===== src/rtl/timer_pkg.sv =====
// Shared command and state encodings for the interval timer controller.
package timer_pkg;

  typedef enum logic [1:0] {
    OP_NOP   = 2'd0,
    OP_START = 2'd1,
    OP_STOP  = 2'd2,
    OP_CLEAR = 2'd3
  } op_t;

  typedef enum logic [1:0] {
    ST_IDLE = 2'd0,
    ST_LOAD = 2'd1,
    ST_RUN  = 2'd2,
    ST_DONE = 2'd3
  } state_t;

endpackage


===== src/rtl/timer_counter.sv =====
// Counter datapath for the interval timer: synchronous clear has priority over enable.
module timer_counter #(
  parameter int unsigned WIDTH = 8
) (
  input  logic             clk,
  input  logic             rst,
  input  logic             clr,
  input  logic             en,
  output logic [WIDTH-1:0] count
);

  logic [WIDTH-1:0] count_q;
  logic [WIDTH-1:0] count_d;

  // Next count: clear, increment or hold.
  always_comb begin
    count_d = count_q;
    if (clr) begin
      count_d = '0;
    end else if (en) begin
      count_d = count_q + WIDTH'(1);
    end
  end

  // Count register.
  always_ff @(posedge clk or posedge rst) begin
    if (rst) begin
      count_q <= '0;
    end else begin
      count_q <= count_d;
    end
  end

  assign count = count_q;

endmodule


===== src/rtl/timer_ctrl.sv =====
// Command-driven interval timer: FSM, prescaler, terminal compare and outputs.
module timer_ctrl
  import timer_pkg::*;
#(
  parameter int unsigned WIDTH      = 8,
  parameter int unsigned PRESCALE_W = 4
) (
  input  logic                  clk,
  input  logic                  rst,
  input  logic                  cmd_valid,
  output logic                  cmd_ready,
  input  logic [1:0]            cmd_op,
  input  logic [WIDTH-1:0]      cmd_period,
  input  logic [PRESCALE_W-1:0] cmd_prescale,
  input  logic                  cmd_periodic,
  output logic [WIDTH-1:0]      count,
  output logic                  expire,
  output logic                  busy,
  output logic                  done
);

  state_t                state_q,    state_d;
  logic [WIDTH-1:0]      period_q,   period_d;
  logic [PRESCALE_W-1:0] prescale_q, prescale_d;
  logic                  periodic_q, periodic_d;
  logic [PRESCALE_W-1:0] pre_cnt_q,  pre_cnt_d;
  logic                  expire_q,   expire_d;
  logic                  done_q,     done_d;

  logic cmd_acc;
  logic cnt_clr;
  logic cnt_en;
  logic step;
  op_t  op;

  assign op        = op_t'(cmd_op);
  assign cmd_ready = (state_q != ST_LOAD);
  assign cmd_acc   = cmd_valid && cmd_ready;
  assign step      = (state_q == ST_RUN) && (pre_cnt_q == prescale_q);

  // Next-state logic; an accepted START/CLEAR/STOP-in-RUN pre-empts any step due this cycle.
  always_comb begin
    state_d    = state_q;
    period_d   = period_q;
    prescale_d = prescale_q;
    periodic_d = periodic_q;
    pre_cnt_d  = pre_cnt_q;
    expire_d   = 1'b0;
    done_d     = done_q;
    cnt_clr    = 1'b0;
    cnt_en     = 1'b0;
    if (cmd_acc && op == OP_START) begin
      state_d    = ST_LOAD;
      period_d   = cmd_period;
      prescale_d = cmd_prescale;
      periodic_d = cmd_periodic;
      done_d     = 1'b0;
    end else if (cmd_acc && op == OP_CLEAR) begin
      state_d = ST_IDLE;
      cnt_clr = 1'b1;
      done_d  = 1'b0;
    end else if (cmd_acc && op == OP_STOP && state_q == ST_RUN) begin
      state_d = ST_IDLE;
    end else begin
      case (state_q)
        ST_LOAD: begin
          cnt_clr   = 1'b1;
          pre_cnt_d = '0;
          state_d   = ST_RUN;
        end
        ST_RUN: begin
          if (step) begin
            pre_cnt_d = '0;
            if (count != period_q) begin
              cnt_en = 1'b1;
            end else begin
              expire_d = 1'b1;
              if (periodic_q) begin
                cnt_clr = 1'b1;
              end else begin
                done_d  = 1'b1;
                state_d = ST_DONE;
              end
            end
          end else begin
            pre_cnt_d = pre_cnt_q + PRESCALE_W'(1);
          end
        end
        default: ;
      endcase
    end
  end

  // Controller state and registered outputs.
  always_ff @(posedge clk or posedge rst) begin
    if (rst) begin
      state_q    <= ST_IDLE;
      period_q   <= '0;
      prescale_q <= '0;
      periodic_q <= 1'b0;
      pre_cnt_q  <= '0;
      expire_q   <= 1'b0;
      done_q     <= 1'b0;
    end else begin
      state_q    <= state_d;
      period_q   <= period_d;
      prescale_q <= prescale_d;
      periodic_q <= periodic_d;
      pre_cnt_q  <= pre_cnt_d;
      expire_q   <= expire_d;
      done_q     <= done_d;
    end
  end

  timer_counter #(.WIDTH(WIDTH)) u_counter (
    .clk   (clk),
    .rst   (rst),
    .clr   (cnt_clr),
    .en    (cnt_en),
    .count (count)
  );

  assign expire = expire_q;
  assign done   = done_q;
  assign busy   = (state_q == ST_LOAD) || (state_q == ST_RUN);

endmodule


===== config.mk =====
export PLATFORM = sky130hd
export DESIGN_NAME = timer_ctrl
export DESIGN_NICKNAME = d
export VERILOG_FILES = /design/src/rtl/timer_pkg.sv /design/src/rtl/timer_counter.sv /design/src/rtl/timer_ctrl.sv
export SDC_FILE = /design/constraint.sdc
export NUM_CORES = 1
export LEC_CHECK = 0
export ABC_CLOCK_PERIOD_IN_PS = 5800
export CORE_MARGIN = 1.5
export CORE_UTILIZATION = 39
export DETAILED_ROUTE_END_ITERATION = 10
export DONT_BUFFER_PORTS = 1
export SYNTH_ARGS = -nofsm -noshare
export SYNTH_HDL_FRONTEND = slang
export SYNTH_SLANG_ARGS = --single-unit

===== constraint.sdc =====
create_clock -name clk -period 5.8 [get_ports clk]
set_input_delay 1.45 -clock clk [delete_from_list [all_inputs] [get_ports clk]]
set_output_delay 1.45 -clock clk [all_outputs]
set_load 0.02 [all_outputs]

== Word level (Yosys, flattened, before mapping) ==
Cells that the tools add are included.

* Register bits: 29
* Bits in latches: 0
* RAM bits: 0
* Bits in read-only memories: 0
* Bits of input ports: 18
* Output and inout port bits: 12
* Logic and storage cells: 79
* Memories kept: 0

* Add/subtract/negate cells: 2
* Multiply operators: 0
* Divide/modulo/power cells: 0
* $lt $le $gt $ge: 0
* Eq/ne operators: 14
* Shifts and indexed selects: 0
* Muxes and demuxes: 37
* Bitwise gates (word level): 3
* Reductions and logical operators: 15

{| class="wikitable"
|+ Operators with widths
! kind !! number
|-
| $mux W1 || 25
|-
| $mux W8 || 2
|-
| $mux W2 || 6
|-
| $ne A5 B4 Y1 const B || 2
|-
| $add A8 B1 Y8 const B || 1
|-
| $ne A8 B8 Y1 || 1
|-
| $pmux W4 S2 || 1
|-
| $reduce_and A4 Y1 || 2
|-
| $eq A2 B2 Y1 const B || 3
|-
| $logic_and A1 B1 Y1 || 6
|-
| $ne A3 B3 Y1 const B || 2
|-
| $reduce_bool A3 Y1 || 2
|-
| $ne A5 B5 Y1 const B || 1
|-
| $reduce_and A5 Y1 || 1
|-
| $reduce_bool A5 Y1 || 1
|-
| $add A4 B1 Y4 const B || 1
|-
| $eq A2 B1 Y1 const B || 2
|-
| $eq A4 B4 Y1 || 1
|-
| $mux W4 || 1
|-
| $pmux W2 S2 || 1
|-
| $reduce_bool A2 Y1 || 2
|-
| $ne A3 B1 Y1 const B || 1
|-
| $not A1 Y1 || 3
|-
| $ne A2 B1 Y1 const B || 1
|-
| 2 further kinds || 2
|}

== Longest topological paths before layout ==
* Word-level depth: 9
* Depth in mapped cells: 8
* Depth with buffers taken out: 7

== Cells and area by module ==
A second synthesis with hierarchy kept.

* Cells, all modules: 134
* Area, all modules: 1522.7 µm²

{| class="wikitable"
|+ Modules (own cells, without submodules)
! module !! times used !! cells an instance !! area each (µm²) !! sequential area each (µm²)
|-
| timer_ctrl || 1 || 96 || 1122.3 || 525.5
|-
| timer_counter || 1 || 38 || 400.4 || 200.2
|}

== Worst setup path after synthesis ==
Ideal clock, no wire load.

* Path type: in2reg
* From: input port cmd_valid
* To: register period_q[0]
* Setup time: 0.125 ns
* Data arrival time: 2.606 ns
* Data required time: 5.675 ns
* Path slack: 3.069 ns
* Stages: 5
* Path buffers: 1
* Path through: nor2b_1 -> nand2_1 -> nor2_1 -> clkbuf_1 -> mux2_2

* Longest elaborated chain between the ends: 2

{| class="wikitable"
|+ Ends and longest elaborated chain
! element !! line !! text
|-
| start, declared || timer_ctrl.sv:10 || <nowiki>input logic cmd_valid,</nowiki>
|-
| $logic_and A1 B1 Y1 || timer_ctrl.sv:38 || <nowiki>assign cmd_acc = cmd_valid && cmd_ready;</nowiki>
|-
| $logic_and A1 B1 Y1 || timer_ctrl.sv:52 || <nowiki>if (cmd_acc && op == OP_START) begin</nowiki>
|-
| end signal, assigned || timer_ctrl.sv:106 || <nowiki>period_q <= period_d;</nowiki>
|-
| end, declared || timer_ctrl.sv:23 || <nowiki>logic [WIDTH-1:0] period_q, period_d;</nowiki>
|}

No other way between the ends.
A chain may end at the register's enable or synchronous reset.

== Worst setup path in the final report ==
* From: input port cmd_valid
* To: register period_q[4]

The elaborated chain is that of the path after synthesis.

==> summary.md <==
| Metric | Value |
|---|---|
| Pre-antenna DRT Iters | 4 |
| Synth unique cells | 38 |
| Number of global-route vias before repair | 1112 |
| Upper clock frequency limit | 0.354 GHz |
| Final period util | 48.7% |
| Highest metal used | met4 |
| Mapped Area | 0.00157 sq mm |
| Reg-to-Reg Start | u_counter.count[3] |
| Ys Warns | 0 |
| Post-CTS Hold Fix Bufs | 0 |
| Resize count post-CTS | 0 |
| I/O Pins | 30 |
| Routed via count | 1080 |
| EDFF count, synth | 0 |
| Via density | 5.40 |
| H-Tree Depth | 2 |
| Synth area leader | dfrtp_1 |
| Routed Antenna Nets | 0 |
| First-pass GRT wire length | 5360 microns |
| Actual slew at the worst max-slew pin | 1.12 ns |
| Crit path launch type | input pin |
| Crit end category | flop |
| Layout cells sized above 1 | 17.8% |
| Maximum vdd drop | 207 uV |
| Critical Path, Cell by Cell | nor2b_1, nand2_1, nor2_1, mux2_2 |
| Pleak | 0.747 nW |
| Worst-path fanout max | 13 |
| Die area | 0.00441 sq mm |
| Register area share after synthesis | 46.3% |
| Mapped Nets | 170 |
| Status | complete, no violations |
| Final hold vios | 0 |
| Gpl congestion | 0.825 |
| GRT overflow | 0 |
| WHS | 0.526 ns |
| Final setup fails | 0 |
| CTS buffer count | 5 |
| CTS tree | done |
| Final critical-path required period | 2.82 ns |
| Setup slack, reg-to-reg | 3.39 ns |
| Relative slew margins | 25.2% |
| RSZ-0062 raised after global routing | no |
| Setup TNS | 0 ns |
| Yosys top cell area share | 46.3% |
| Crit Path Category | in -> reg |
| Clock Latency Late Sink | 0.28 ns |
| Synth async-reset ratio | 100% |
| Number of max-cap violations | 0 |
| Cells after Synth | 148 |
| Top cells by area, synth | dfrtp_1 (46%), mux2_2 (9.3%), xnor2_1 (5.0%) |
| All-Layer GR Usage | 16.7% |
| Initial Utilization | 41.6% |
| R2r endpoint | state_q[0] |
| Chip height | 66.4 microns |
| Worst clock skew | 0.00427 ns |
| Seq cells post-synth | 29 |
| M1 WL | 1430 microns |
| Longest Clk Path Bufs | 2 |
| Antenna Cells | 0 |
| Area Growth Syn to Fin | 8.85% |
| Critical-path top delay cell | nor2_1 |
| Initial DRC count | 57 |
| Root buf cell | clkbuf_8 |
| Die Wd | 66.4 microns |
| Syn Area/Cell | 10.6 sq um |
| Post-DP HPWL | 2220 microns |
| Setup crit end | period_q[4] |
| Worst EP required | 5.96 ns |
| Core Box Area | 0.00377 sq mm |
| Reg clk slew, reported paths | 0.06 ns |
| R2R cell count | 5 |
| Fin. max-slew vios | 0 |
| Worst Setup SP | cmd_valid |
| Pwr Density | 439 mW/mm^2 |
| Drt wl/cell | 15.2 microns |
| # DRC | 0 |
| Ys flop type | dfrtp_1 |
| Number of port buffers | 0 |
| Sinks on the clock net | 29 |
| Routed wl met3 | 228 microns |
| Rows | 22 |
| Final WL | 3040 microns |
| Largest net degree at the start of global routing | 30 |
| Setup repair bufs after CTS | 0 |
| Routed met2 length | 1320 microns |
| Min-Delay Path Class | reg -> reg |
| Worst path max stage delay | 0.84 ns |
| Initial antenna violation count | 0 |
| Arrival time at the worst endpoint | 2.99 ns |
| Nets | 173 |
cell families (layout without fill, tap and decap cells):
| family | Yosys count | in the layout | share of synthesized area [%] |
|---|---|---|---|
| AOI/OAI and AO/OA | 23 | 23 | 10.1 |
| xor gates and xnor gates | 17 | 17 | 9.49 |
| adders and majority gates | 4 | 4 | 3.19 |
| buffers and inverters | 11 | 15 | 3.11 |
| DFF | 29 | 29 | 46.3 |
| muxes | 15 | 15 | 10.6 |
| and+or+nand+nor | 49 | 49 | 17.2 |
per-layer routing:
| metal | up-vias | GRT usage [%] |
|---|---|---|
| met2 | 35 | 22.4 |
| met4 | 0 | 8.42 |
| met3 | 6 | 6.13 |
| met1 | 507 | 23.3 |
| li1 | 532 | - |
| met5 | - | 0 |
power breakdown:
part	switching, mW	internal [mW]	leakage (nW)
sequential	0.0469	0.261	0.372
combinational	0.149	0.110	0.320
clock	0.0748	0.107	0.0542
total	0.271	0.478	0.747
sequential cells by signal, indices dropped and copies added, names as in the netlist:
register and cells:
pre_cnt_q 4, periodic_q 1, period_q 8, prescale_q 4
done 1, state_q 2, u_counter.count 8, expire 1
synth_stat cells, types with 4 or more instances:
library cell	count
mux2_2	13
o21ai_0	8
xor2_1	8
nand4_1	4
nor2_1	12
dfrtp_1	29
ha_1	4
nand2_1	10
inv_1	7
xnor2_1	9
nor3_1	4
critical path: cells and delay by family:
kind          cells  cell delay, ns
simple gates      3            1.10
mux               1            0.43
worst min path at each step:
stage,cells past startpoint,to,slack (ns),startpoint
global placement,1,period_q[3],0.51,period_q[3]
floorplan,1,period_q[4],0.50,period_q[4]
detailed placement,1,period_q[5],0.52,period_q[5]
global route,1,period_q[5],0.54,period_q[5]
finish,1,period_q[3],0.53,period_q[3]
CTS,1,period_q[3],0.53,period_q[3]
through the flow:
step / power, mW / utilization, % / std cells / instance area, sq um / setup WS [ns]
2_1_floorplan: 0.521 / - / 148 / 1570 / 3.07
3_3_place_gp: 0.564 / 42.6 / 192 / 1610 / 2.70
3_5_place_dp: 0.573 / 42.6 / 192 / 1610 / 2.66
4_1_cts: 0.757 / 45.3 / 200 / 1710 / 2.94
5_1_grt: 0.812 / 45.3 / 200 / 1710 / 2.86
6_report: 0.749 / 45.3 / 200 / 1710 / 2.98
area by class of cell:
cell class	instances	area, sq um
multi-input combinational	108	795
sequential	29	726
inverter	7	26.3
fill	343	2060
clock inverter	1	5.00
clock buffer	7	96.3
tap	48	60.1
cells in the final DEF (no fill, tap or decap), drive strengths merged, types with 4 or more instances in the layout:
master,netlist,routed
nand4,4,4
dfrtp,29,29
ha,4,4
o21ai,8,8
xor2,8,8
mux2,13,13
inv,7,7
clkbuf,3,7
nand2,11,11
nor3,4,4
xnor2,9,9
nor2,12,12
(Power assumes the default switching activity.)
